$ cat src/rtl/spi_master_ctrl.sv
`default_nettype none
// ============================================================================
// Module   : spi_master_ctrl
// Brief    : SPI master sequencer. It takes one host read/write request
//            (7-bit address, rw flag, write byte) and frames it on cs/sclk/mosi:
//            8 command bits {addr, rw}, then 8 data bits, then a cs-high guard
//            gap. The block returns read data together with a one-cycle done
//            pulse.
// Options  : SPI_MISO_SYNC_EN - passes miso through a 2-flop synchronizer and
//            delays the capture strobe to match (needs CLK_DIV >= 3).
// Revision : 1.0 - initial release
// ============================================================================
module spi_master_ctrl #(
  parameter int CLK_DIV = 4,
  parameter int CS_GAP  = 4
) (
  input  logic       clk,
  input  logic       reset,
  input  logic       req,
  input  logic       rw,
  input  logic [6:0] addr,
  input  logic [7:0] wdata,
  output logic       ready,
  output logic       done,
  output logic [7:0] rdata,
  output logic       cs,
  output logic       sclk,
  output logic       mosi,
  input  logic       miso
);

  localparam logic [7:0] C_HC_LAST  = 8'(CLK_DIV - 1);
  // The gap state runs one cycle past CS_GAP so done lands on the far side of
  // the guard interval.
  localparam logic [7:0] C_GAP_LAST = 8'(CS_GAP);

  typedef enum logic [2:0] {
    S_IDLE  = 3'd0,
    S_SETUP = 3'd1,
    S_SHIFT = 3'd2,
    S_HOLD  = 3'd3,
    S_GAP   = 3'd4
  } state_t;

  state_t      r_state;
  state_t      w_next;
  logic [7:0]  r_hc;
  logic [3:0]  r_bc;
  logic        r_high;
  logic [14:0] r_sr;
  logic        r_rw;
  logic [7:0]  r_rx;
  logic        r_sclk;
  logic        r_mosi;
  logic        r_done;
  logic [7:0]  r_rdata;

  logic w_accept;
  logic w_tick;
  logic w_rise;
  logic w_fall;
  logic w_sample;
  logic w_done_set;
  logic w_cap_en;
  logic w_cap_bit;

  assign w_accept = req && (r_state == S_IDLE);
  assign w_tick   = (r_state == S_GAP) ? (r_hc == C_GAP_LAST) : (r_hc == C_HC_LAST);

  // State register
  always_ff @(posedge clk or posedge reset) begin
    if (reset) r_state <= S_IDLE;
    else       r_state <= w_next;
  end

  // Next-state decode and sclk edge strobes
  always_comb begin
    w_next     = r_state;
    w_rise     = 1'b0;
    w_fall     = 1'b0;
    w_sample   = 1'b0;
    w_done_set = 1'b0;
    case (r_state)
      S_IDLE: begin
        if (w_accept) w_next = S_SETUP;
      end
      S_SETUP: begin
        if (w_tick) begin
          w_next = S_SHIFT;
          w_rise = 1'b1;
        end
      end
      S_SHIFT: begin
        if (w_tick) begin
          if (r_high) begin
            w_fall = 1'b1;
          end else if (r_bc == 4'd15) begin
            w_next = S_HOLD;
          end else begin
            // A rise out of bits 7..14 starts data bits 8..15.
            w_rise   = 1'b1;
            w_sample = (r_bc >= 4'd7);
          end
        end
      end
      S_HOLD: begin
        if (w_tick) w_next = S_GAP;
      end
      S_GAP: begin
        if (w_tick) begin
          w_next     = S_IDLE;
          w_done_set = 1'b1;
        end
      end
      default: w_next = S_IDLE;
    endcase
  end

  // Half-period counter; it restarts on every tick and on every state change.
  always_ff @(posedge clk or posedge reset) begin
    if (reset)                                                r_hc <= 8'd0;
    else if (r_state == S_IDLE || w_tick || w_next != r_state) r_hc <= 8'd0;
    else                                                      r_hc <= r_hc + 8'd1;
  end

  // Serial datapath: request capture, sclk and mosi generation, bit position
  always_ff @(posedge clk or posedge reset) begin
    if (reset) begin
      r_sr   <= 15'd0;
      r_rw   <= 1'b0;
      r_sclk <= 1'b0;
      r_mosi <= 1'b0;
      r_bc   <= 4'd0;
      r_high <= 1'b0;
    end else begin
      if (w_accept) begin
        // Bit 15 goes straight to mosi. The rest wait in r_sr. Reads send
        // zeros in the data phase.
        r_sr   <= {addr[5:0], rw, (rw ? 8'h00 : wdata)};
        r_mosi <= addr[6];
        r_rw   <= rw;
      end
      if (w_rise) begin
        r_sclk <= 1'b1;
        r_high <= 1'b1;
        r_bc   <= (r_state == S_SHIFT) ? (r_bc + 4'd1) : 4'd0;
      end
      if (w_fall) begin
        r_sclk <= 1'b0;
        r_high <= 1'b0;
        r_mosi <= r_sr[14];
        r_sr   <= {r_sr[13:0], 1'b0};
      end
    end
  end

`ifdef SPI_MISO_SYNC_EN
  logic [1:0] r_sync;
  logic [1:0] r_cap;

  // Two-flop miso synchronizer with the capture strobe delayed to match
  always_ff @(posedge clk or posedge reset) begin
    if (reset) begin
      r_sync <= 2'b00;
      r_cap  <= 2'b00;
    end else begin
      r_sync <= {r_sync[0], miso};
      r_cap  <= {r_cap[0], w_sample};
    end
  end

  assign w_cap_en  = r_cap[1];
  assign w_cap_bit = r_sync[1];
`else
  assign w_cap_en  = w_sample;
  assign w_cap_bit = miso;
`endif

  // Receive shift register, MSB first
  always_ff @(posedge clk or posedge reset) begin
    if (reset)         r_rx <= 8'h00;
    else if (w_cap_en) r_rx <= {r_rx[6:0], w_cap_bit};
  end

  // Completion pulse and read-data hand-off
  always_ff @(posedge clk or posedge reset) begin
    if (reset) begin
      r_done  <= 1'b0;
      r_rdata <= 8'h00;
    end else begin
      r_done <= w_done_set;
      if (w_done_set && r_rw) r_rdata <= r_rx;
    end
  end

  assign ready = (r_state == S_IDLE);
  assign cs    = !((r_state == S_SETUP) || (r_state == S_SHIFT) || (r_state == S_HOLD));
  assign sclk  = r_sclk;
  assign mosi  = r_mosi;
  assign done  = r_done;
  assign rdata = r_rdata;

endmodule
`default_nettype wire

$ cat config.mk
export PLATFORM = sky130hd
export DESIGN_NAME = spi_master_ctrl
export DESIGN_NICKNAME = d
export VERILOG_FILES = /design/src/rtl/spi_master_ctrl.sv
export SDC_FILE = /design/constraint.sdc
export NUM_CORES = 1
export LEC_CHECK = 0
export CORE_UTILIZATION = 30
export DETAILED_ROUTE_END_ITERATION = 7
export DONT_BUFFER_PORTS = 1
export PLACE_DENSITY = 0.43
export SETUP_SLACK_MARGIN = 0.1
export SLEW_MARGIN = 20
export SYNTH_ARGS = -nofsm -noshare
export SYNTH_HDL_FRONTEND = slang
export SYNTH_SLANG_ARGS = --single-unit
$ cat constraint.sdc
create_clock -name clk -period 4.2 [get_ports clk]
set_input_delay 0.63 -clock clk [delete_from_list [all_inputs] [get_ports clk]]
set_output_delay 0.63 -clock clk [all_outputs]
set_load 0.005 [all_outputs]
==> results.cfg, run 1 <==
[cells_and_area]
diodes = 0
layout-drive-gt1-share_pct = 18.87
layout_commonest_cell = dfrtp_1
final_nets = 233
final_cell_mix = dfrtp_1 (50), mux2_2 (22), nand2_1 (17)
seqCellArea_sq_um = 1251
multiInputGateArea_sq_um = 1116
fillers = 811
fin_util_pct = 33.88
area_delta_synth_final_pct = 8.570

[timing]
worst_clock_skew_ps = 8.210
hold_viol = 0
maxSlewViolCount = 0
worst_slew_pin_slew_ps = 869.8
finalSetupViolCount = 0
max_freq_mhz = 448.9
rsz0062_at_grt = no
whs_ps = 204.5
period_share_pct = 53.04
fin_crit_ps = 2228
slew_headroom_pct = 41.57
tns_ps = 0

[grt]
grt_max_degree = 31
grt.total_usage_pct = 11.90
grt_pass1_vias = 1596
antenna_found_initial = 0
gr-total-overflow = 0
grt_pass1_wl_um = 7976

[route]
drc = 0
ant_nets = 0
vias = 1602
first_pass_iters = 4
wl_per_cell_um = 15.15
wl_um = 4756
drt_iter0_drc = 77
vias_per_cell = 5.102

[clocking]
clk_pin_slew_ps = 100
cts_tree = done
cts_root_buf = clkbuf_8
htreeDepth = 2
cts_resized = 0
clk_path_buf_depth = 2
clock_sinks = 50
ctsHoldBuffers = 0
cts_buffers = 5
post_cts_buffers = 0
clk_latency_ps = 300

[yosys]
synth_largest_area_cell = dfrtp_1
yosys-top-cells-area = dfrtp_1 (52%), mux2_2 (10%), and3_1 (3.6%)
ys_seq_elements = 50
synth_top_area_share_pct = 51.63
yosysSeqAreaShare_pct = 51.63
synth-edff-count = 0
syn_area_sq_um = 2424
syn_nets = 235
synth_warnings = 0
synthCells = 213
synthArstFlopShare_pct = 100.0
synth_cell_types = 45
syn_area_per_cell_sq_um = 11.38
synth-main-ff-cell = dfrtp_1

[die]
die_x_um = 91.88
start_util_pct = 31.20
pin_count = 33
die-area_sq_um = 8442
die_y_um = 91.88
rows = 32
core_area_sq_um = 7767

[place]
port_buffers = 0
dpl.hpwl_um = 3267
globalplace.congestion = 0.7434

[worst_setup_path]
ff2ff_setup_slack_ps = 1970
timing.critical_path.max_delay_family = simple AND/OR/NAND/NOR gates
crit_required_ps = 4400
critPathCaptureType = flip-flop
crit_fanout = 8
critical-path-max-stage-delay_ps = 580
crit_buf_inv = 0
start_kind = flip-flop
crit_type = flip-flop to flip-flop
reg2reg_depth = 4
r2r-end = rdata[2]$_DFFE_PP0P_
worstPathCellList = or4_1 > nor3_1 > and3_1 > mux2_2
r2r-start = r_hc[5]$_DFF_PP0_
crit_slowest_cell = or4_1
cp_data_arrival_time_ps = 2420

[job]
cap_viol_max_count = 0

[pwr]
ir_drop_uv = 131.0
power_density_nw_per_um2 = 323.7
p_leak_nw = 1.205

[outcome]
status = finished clean

[worst_hold_path]
hold_path_class = input pin to asynchronous set/reset pin
## power by group
part           switching, W  total (W)  internal [W]
logic             0.0000105  0.0000141    0.00000356
clock network      0.000174   0.000355      0.000182
registers       0.000000479   0.000482      0.000482
total              0.000185   0.000852      0.000667
## cells in the mapped netlist, drive strengths merged (4+ instances only)
master / instances
buf: 6
nor2: 12
mux2: 24
o21ai: 11
clkbuf: 4
nand2: 17
nand3: 7
dfrtp: 50
nor3b: 4
nand2b: 9
xor2: 4
a221o: 7
and3: 14
## worst max-delay path by stage
stage | start | to | depth (start not counted)
6_report | r_hc[5]$_DFF_PP0_ | rdata[2]$_DFFE_PP0P_ | 4
5_1_grt | r_hc[5]$_DFF_PP0_ | rdata[7]$_DFFE_PP0P_ | 4
4_1_cts | r_hc[5]$_DFF_PP0_ | rdata[0]$_DFFE_PP0P_ | 4
3_5_place_dp | r_hc[4]$_DFF_PP0_ | rdata[0]$_DFFE_PP0P_ | 4
3_3_place_gp | r_hc[5]$_DFF_PP0_ | rdata[0]$_DFFE_PP0P_ | 4
2_1_floorplan | r_hc[0]$_DFF_PP0_ | mosi$_DFFE_PP0P_ | 4
## per-layer routing
metal	vias to the layer above	share of wire [%]	global-route usage, %
li1	769	-	-
met1	803	49	16.52
met2	25	46	18.41
met3	5	3.5	3.068
met4	0	0.76	3.125
met5	-	0	0
## state kept, by name, indices dropped and copies added, names as in the netlist
signal and flops:
done 1, mosi 1, r_bc 4, r_hc 8
r_rw 1, r_rx 8, r_sr 15, r_state 3
rdata 8, sclk 1
## kinds of logic (layout without fill, tap and decap cells)
| kind of cell | count (synthesis) | after routing | synth area share (%) |
|---|---|---|---|
| DFF | 50 | 50 | 51.63 |
| muxes | 26 | 26 | 11.98 |
| and+or+nand+nor | 81 | 81 | 19.67 |
| AOI/OAI and AO/OA | 34 | 34 | 10.84 |
| xor gates and xnor gates | 7 | 7 | 2.530 |
| buffers and inverters | 13 | 12 | 2.323 |
| adders and majority gates | 2 | 2 | 1.032 |
## worst reg2reg max path, cell delays in order, from the launching register on
cell and delay [ps]:
dfrtp_1 430, or4_1 580, nor3_1 280, and3_1 450, mux2_2 380
## area by class of cell
type / instances / share of cell area, %
clock inverter: 3 / 1.854
sequential: 50 / 47.55
timing repair buffer: 1 / 0.2853
multi-input combinational: 150 / 42.42
inverter: 3 / 0.4280
tap: 102 / 4.850
clock buffer: 5 / 2.615
## through the flow
step | instances | setup WS, ps | area [sq um] | power (W)
2_1_floorplan | 213 | 2250 | 2424 | 0.0005033
3_3_place_gp | 306 | 1990 | 2514 | 0.0005070
3_5_place_dp | 306 | 1975 | 2514 | 0.0005073
4_1_cts | 314 | 1937 | 2631 | 0.0008688
5_1_grt | 314 | 1818 | 2631 | 0.0008865
6_report | 314 | 1972 | 2631 | 0.0008518
(Power assumes the default switching activity.)
==> run 2, diff against run 1 <==
Settings changed: PLACE_DENSITY 0.43 to 0.44.
Clock period 4.2 ns to 1.8 ns, I/O delays scaled along.
==> run 2 against run 1 <==
Effect of this change:
- the run now ends with negative setup slack left
- wire length rose by 9.5%
- maximum frequency rose by 18%
- clock power rose by 120%
- first-iteration DRC count shrank 47%
- clock skew grew 3.5 ps
- die area unchanged
- via count up 7.1%
- largest power group unchanged
==> results.cfg, run 2 (synthesis results as in run 1) <==
[cells_and_area]
fin_util_pct = 40.75
area_delta_synth_final_pct = 30.61
layout_commonest_cell = dfrtp_1
layout-drive-gt1-share_pct = 38.34
final_nets = 274
final_cell_mix = dfrtp_1 (50), buf_4 (29), nand2_1 (16)
largest_reg_flops = 15
final_cells = 355
diodes = 0
regMostFlops = r_sr

[worst_setup_path]
critical-path-max-stage-delay_ps = 540
cp_data_arrival_time_ps = 2080
crit_fanout = 8
ff2ff_setup_slack_ps = -90
crit_required_ps = 1990
crit_type = flip-flop to flip-flop
reg2reg_depth = 5
critPathCaptureType = flip-flop
start_kind = flip-flop
r2r-start = r_state[0]$_DFF_PP0_
r2r-end = r_rx[7]$_DFFE_PP0P_
worstPathCellList = or4b_4 > o32ai_4 > buf_6 > nand4_4 > mux2_4
crit_slowest_cell = or4b_4

[clocking]
clk_pin_slew_ps = 100
cts_root_buf = clkbuf_8
clk_path_buf_depth = 2
clock_sinks = 50
clk_latency_ps = 300
htreeDepth = 2
cts_buffers = 5
cts_tree = done

[die]
rows = 32
die_y_um = 91.88
core_area_sq_um = 7767
die_x_um = 91.88
start_util_pct = 31.20
die-area_sq_um = 8442
pin_count = 33

[timing]
slew_headroom_pct = 67.41
fin_crit_ps = 1893
rsz0062_at_grt = yes
max_freq_mhz = 528.1
whs_ps = 75.23
hold_viol = 0
tns_ps = -2164
period_share_pct = 105.2
finalSetupViolCount = 40
maxSlewViolCount = 0
worst_slew_pin_slew_ps = 488.1
layout_setup_ws_ps = -93.47
worst_clock_skew_ps = 11.68

[pwr]
power_density_nw_per_um2 = 617.3
ir_drop_uv = 312.5
p_leak_nw = 1.463

[worst_hold_path]
hold_path_depth = 2
hold_path_class = input pin to flip-flop
min_from = rw
hold_end = r_rw$_DFFE_PP0P_

[route]
vias = 1715
wl_per_cell_um = 14.66
ant_nets = 0
first_pass_iters = 4
drt_iter0_drc = 41
drc = 0
vias_per_cell = 4.831
wl_um = 5206

[outcome]
status = finished with violations
violations = negative setup slack

[grt]
grt.total_usage_pct = 13.40
grt_max_degree = 31
grt_pass1_vias = 1804
gr-total-overflow = 0
grt_pass1_wl_um = 8928
antenna_found_initial = 0

[place]
globalplace.congestion = 0.7554
dpl.cell_count = 335
port_buffers = 0
dpl.hpwl_um = 3536

[job]
cap_viol_max_count = 0
## run 2: cell types whose count changed in the layout (fill, tap and decap cells not counted), sizes merged
cell	before	now
clkbuf	5	7
dlygate4sd3	0	1
clkinvlp	1	0
inv	4	3
buf	1	41
## run 2: cell type report
cell class | count | area (sq um)
sequential | 50 | 1251
multi-input combinational | 150 | 1276
inverter | 3 | 11.26
timing repair buffer | 42 | 392.9
fill | 763 | 4602
clock inverter | 1 | 30.03
tap | 102 | 127.6
clock buffer | 7 | 76.32
## run 2: worst max-delay path by stage
stage | startpoint | endpoint | slack (ps) | cells after the start
after floorplan | r_hc[0]$_DFF_PP0_ | r_rx[7]$_DFFE_PP0P_ | -30 | 4
after global routing | r_state[0]$_DFF_PP0_ | r_rx[7]$_DFFE_PP0P_ | -150 | 5
after global placement | r_hc[7]$_DFF_PP0_ | rdata[5]$_DFFE_PP0P_ | -110 | 5
final | r_state[0]$_DFF_PP0_ | r_rx[7]$_DFFE_PP0P_ | -90 | 5
after detailed placement | r_state[0]$_DFF_PP0_ | r_sr[9]$_DFFE_PP0P_ | -120 | 4
after CTS | r_hc[4]$_DFF_PP0_ | r_rx[7]$_DFFE_PP0P_ | -90 | 5
## run 2: per-stage QoR
| stage | total power [W] | area [sq um] | worst slack (ps) |
|---|---|---|---|
| 5_1_grt | 0.002021 | 3166 | -150.1 |
| 3_5_place_dp | 0.001187 | 2843 | -123.8 |
| 2_1_floorplan | 0.001175 | 2540 | -33.06 |
| 3_3_place_gp | 0.001186 | 2843 | -109.6 |
| 4_1_cts | 0.001985 | 3082 | -87.94 |
| 6_report | 0.001954 | 3166 | -93.47 |
## run 2: repair_timing
action                     CTS  global route
hold endpoints to repair    20             0
hold buffers                 1             0
setup endpoints to repair   49            51
pin swaps                    9             8
buffers inserted             7             4
gates resized for setup     16            14
## run 2: power breakdown
group | switching (W) | internal (W) | total [W]
logic | 0.0000257 | 0.0000129 | 0.0000386
registers | 0.00000131 | 0.00112 | 0.00113
clock network | 0.000373 | 0.000417 | 0.000790
## run 2: critical path, delay by kind of cell, from the launching register on
family | cells | cell delay, ps
and+or+nand+nor | 2 | 690
DFF | 1 | 410
muxes | 1 | 340
AOI/OAI and AO/OA | 1 | 160
buffers and inverters | 1 | 160
## run 2: routing by layer
layer	up-vias	global-route usage, %	routed length (um)
li1	847	-	-
met1	842	18.15	2551
met2	21	21.39	2464
met3	5	2.653	115
met4	0	4.427	74
met5	-	0	0
==> run 3, diff against run 2 <==
Settings changed: ABC_AREA set to 1.
==> run 3 against run 2 <==
Effect of this change:
- the flow now finishes without violations
- synthesized cell count grew 33%
- design area fell by 9.2%
- cell count increased by 14%
- critical path type unchanged
- largest cell class is now registers
- highest routed layer unchanged
==> results.cfg, run 3 <==
[outcome]
status = finished clean

[route]
ant_nets = 0
first_pass_iters = 4
wl_um = 5546
vias = 1967
drt_iter0_drc = 124
drc = 0
vias_per_cell = 4.881
wl_per_cell_um = 13.76

[yosys]
syn_nets = 305
synth_compound_area_share_pct = 7.040
synthArstFlopShare_pct = 100.0
synthAdderAreaFrac_pct = 0.9916
yosysSeqAreaShare_pct = 49.58
synth-edff-count = 0
synth_top_cells_by_count = nand2_1 (54), nand3_1 (51), dfrtp_1 (50)
synth.most_common_cell = nand2_1
yosys.area_share.simple_pct = 32.52
synthCells = 283
syn_area_sq_um = 2524
synth-main-ff-cell = dfrtp_1
synth_cell_types = 34
synth_warnings = 0
synth_largest_area_cell = dfrtp_1
synth_top_area_share_pct = 49.58
syn_area_per_cell_sq_um = 8.918
yosys-top-cells-area = dfrtp_1 (50%), nand3_1 (10%), nand2_1 (8.0%)
synth_top_family_by_area = simple AND/OR/NAND/NOR gates
synth_xor_xnor_area_share_pct = 2.776
ys_seq_elements = 50
synthMuxAreaShare_pct = 0

[place]
post-place-ws_ps = 162.1
globalplace.congestion = 0.7814
dpl.hpwl_um = 3870
port_buffers = 0

[grt]
grt_util_met1_pct = 18.55
antenna_found_initial = 0
gr-total-overflow = 0
grt.total_usage_pct = 13.79
grt_pass1_wl_um = 9384
use_met2_pct = 22.38
grt_pass1_vias = 1869
met3_usage_pct = 2.589
grt_max_degree = 41
gr-max-usage-layer = met2

[die]
die-area_sq_um = 8783
core_area_sq_um = 8175
die_y_um = 93.72
pin_count = 33
rows = 33
start_util_pct = 30.87
die_x_um = 93.72

[cells_and_area]
seqCellArea_sq_um = 1252
final_nets = 319
final_cell_mix = nand2_1 (53), nand3_1 (49), dfrtp_1 (49)
area_delta_synth_final_pct = 13.83
fillers = 868
regMostFlops = r_sr
layout-drive-gt1-share_pct = 20.13
largest_reg_flops = 15
layout_commonest_cell = nand2_1
diodes = 0
multiInputGateArea_sq_um = 1142

[timing]
period_share_pct = 89.45
layout_setup_ws_ps = 189.9
maxSlewViolCount = 0
tns_ps = 0
slew_headroom_pct = 80.18
max_freq_mhz = 621.1
worst_clock_skew_ps = 12.77
hold_viol = 0
rsz0062_at_grt = no
worst_slew_pin_slew_ps = 296.2
finalSetupViolCount = 0
fin_crit_ps = 1610
whs_ps = 94.45

[pwr]
ir_drop_uv = 365.0
p_leak_nw = 1.303
power_density_nw_per_um2 = 646.1

[clocking]
clock_sinks = 50
cts_root_buf = clkbuf_8
cts_tree = done
clk_path_buf_depth = 2
cts_buffers = 5
clk_pin_slew_ps = 100
htreeDepth = 2
clk_latency_ps = 300

[worst_setup_path]
crit_type = flip-flop to flip-flop
critPathCaptureType = flip-flop
start_kind = flip-flop
crit_fanout = 6
cp_data_arrival_time_ps = 1810
crit_required_ps = 2000

[worst_hold_path]
hold_path_class = input pin to flip-flop

[job]
cap_viol_max_count = 0
-- run 3: final cells by class --
class                   instances  share of cell area, %
flip-flops and latches         50                  43.60
multi-input cells             195                  39.76
repair buffers                 15                  4.704
well taps                     105                  4.573
inverters                      30                  4.051
clock buffers                   7                  3.005
clock inverters                 1                 0.3049
-- run 3: power by group --
group / switching, W / internal [W] / total [W]
sequential: 0 / 0.00112 / 0.00112
combinational: 0.0000231 / 0.00000639 / 0.0000295
clock: 0.000386 / 0.000319 / 0.000705
-- run 3: logic make-up after synthesis --
logic type,after synthesis
compound gates,25
xor+xnor,8
fa+ha+maj,2
buf+inv,39
flops,50
simple gates,159
-- run 3: layer usage --
metal | part of all wire [%] | vias up
met5 | 0 | -
met4 | 1.3 | 0
met3 | 3.7 | 6
met2 | 49 | 30
met1 | 46 | 960
li1 | - | 971
-- run 3: what timing repair did --
| item | in CTS | in global routing |
|---|---|---|
| gates resized for setup | 0 | 12 |
| setup buffers | 0 | 3 |
| setup endpoints to repair | 0 | 38 |
| hold endpoints to repair | 10 | 0 |
| hold buffers | 1 | 0 |
-- run 3: final timing paths --
check,cells past startpoint,start,endpoint,slack [ps]
worst max-delay path,9,r_hc[3]$_DFF_PP0_,r_sr[8]$_DFFE_PP0P_,190
worst min-delay path,2,miso,r_rx[0]$_DFFE_PP0P_,90
worst max register to register,9,r_hc[3]$_DFF_PP0_,r_sr[8]$_DFFE_PP0P_,190
worst min register to register,2,r_rx[4]$_DFFE_PP0P_,r_rx[4]$_DFFE_PP0P_,490
max in group asynchronous,3,reset,r_bc[0]$_DFFE_PP0P_,960
min in group asynchronous,2,reset,rdata[4]$_DFFE_PP0P_,340
-- run 3: critical path, cell delays in order (launching register included) --
cell      delay (ps)
dfrtp_2          450
nor2_2           140
inv_1             80
nor2_4           130
nand2_4          100
nor2_8           240
buf_4            160
nand3b_1          90
nand2_1           80
nand2_1           50
-- run 3: stage by stage --
step / total power, W / std cells / utilization (%) / area (sq um)
detailed placement: 0.001175 / 390 / 32.83 / 2684
CTS: 0.001899 / 399 / 34.11 / 2789
global placement: 0.001175 / 390 / 32.83 / 2684
floorplan: 0.001162 / 283 / - / 2524
global route: 0.001940 / 403 / 35.14 / 2873
finish: 0.001856 / 403 / 35.14 / 2873
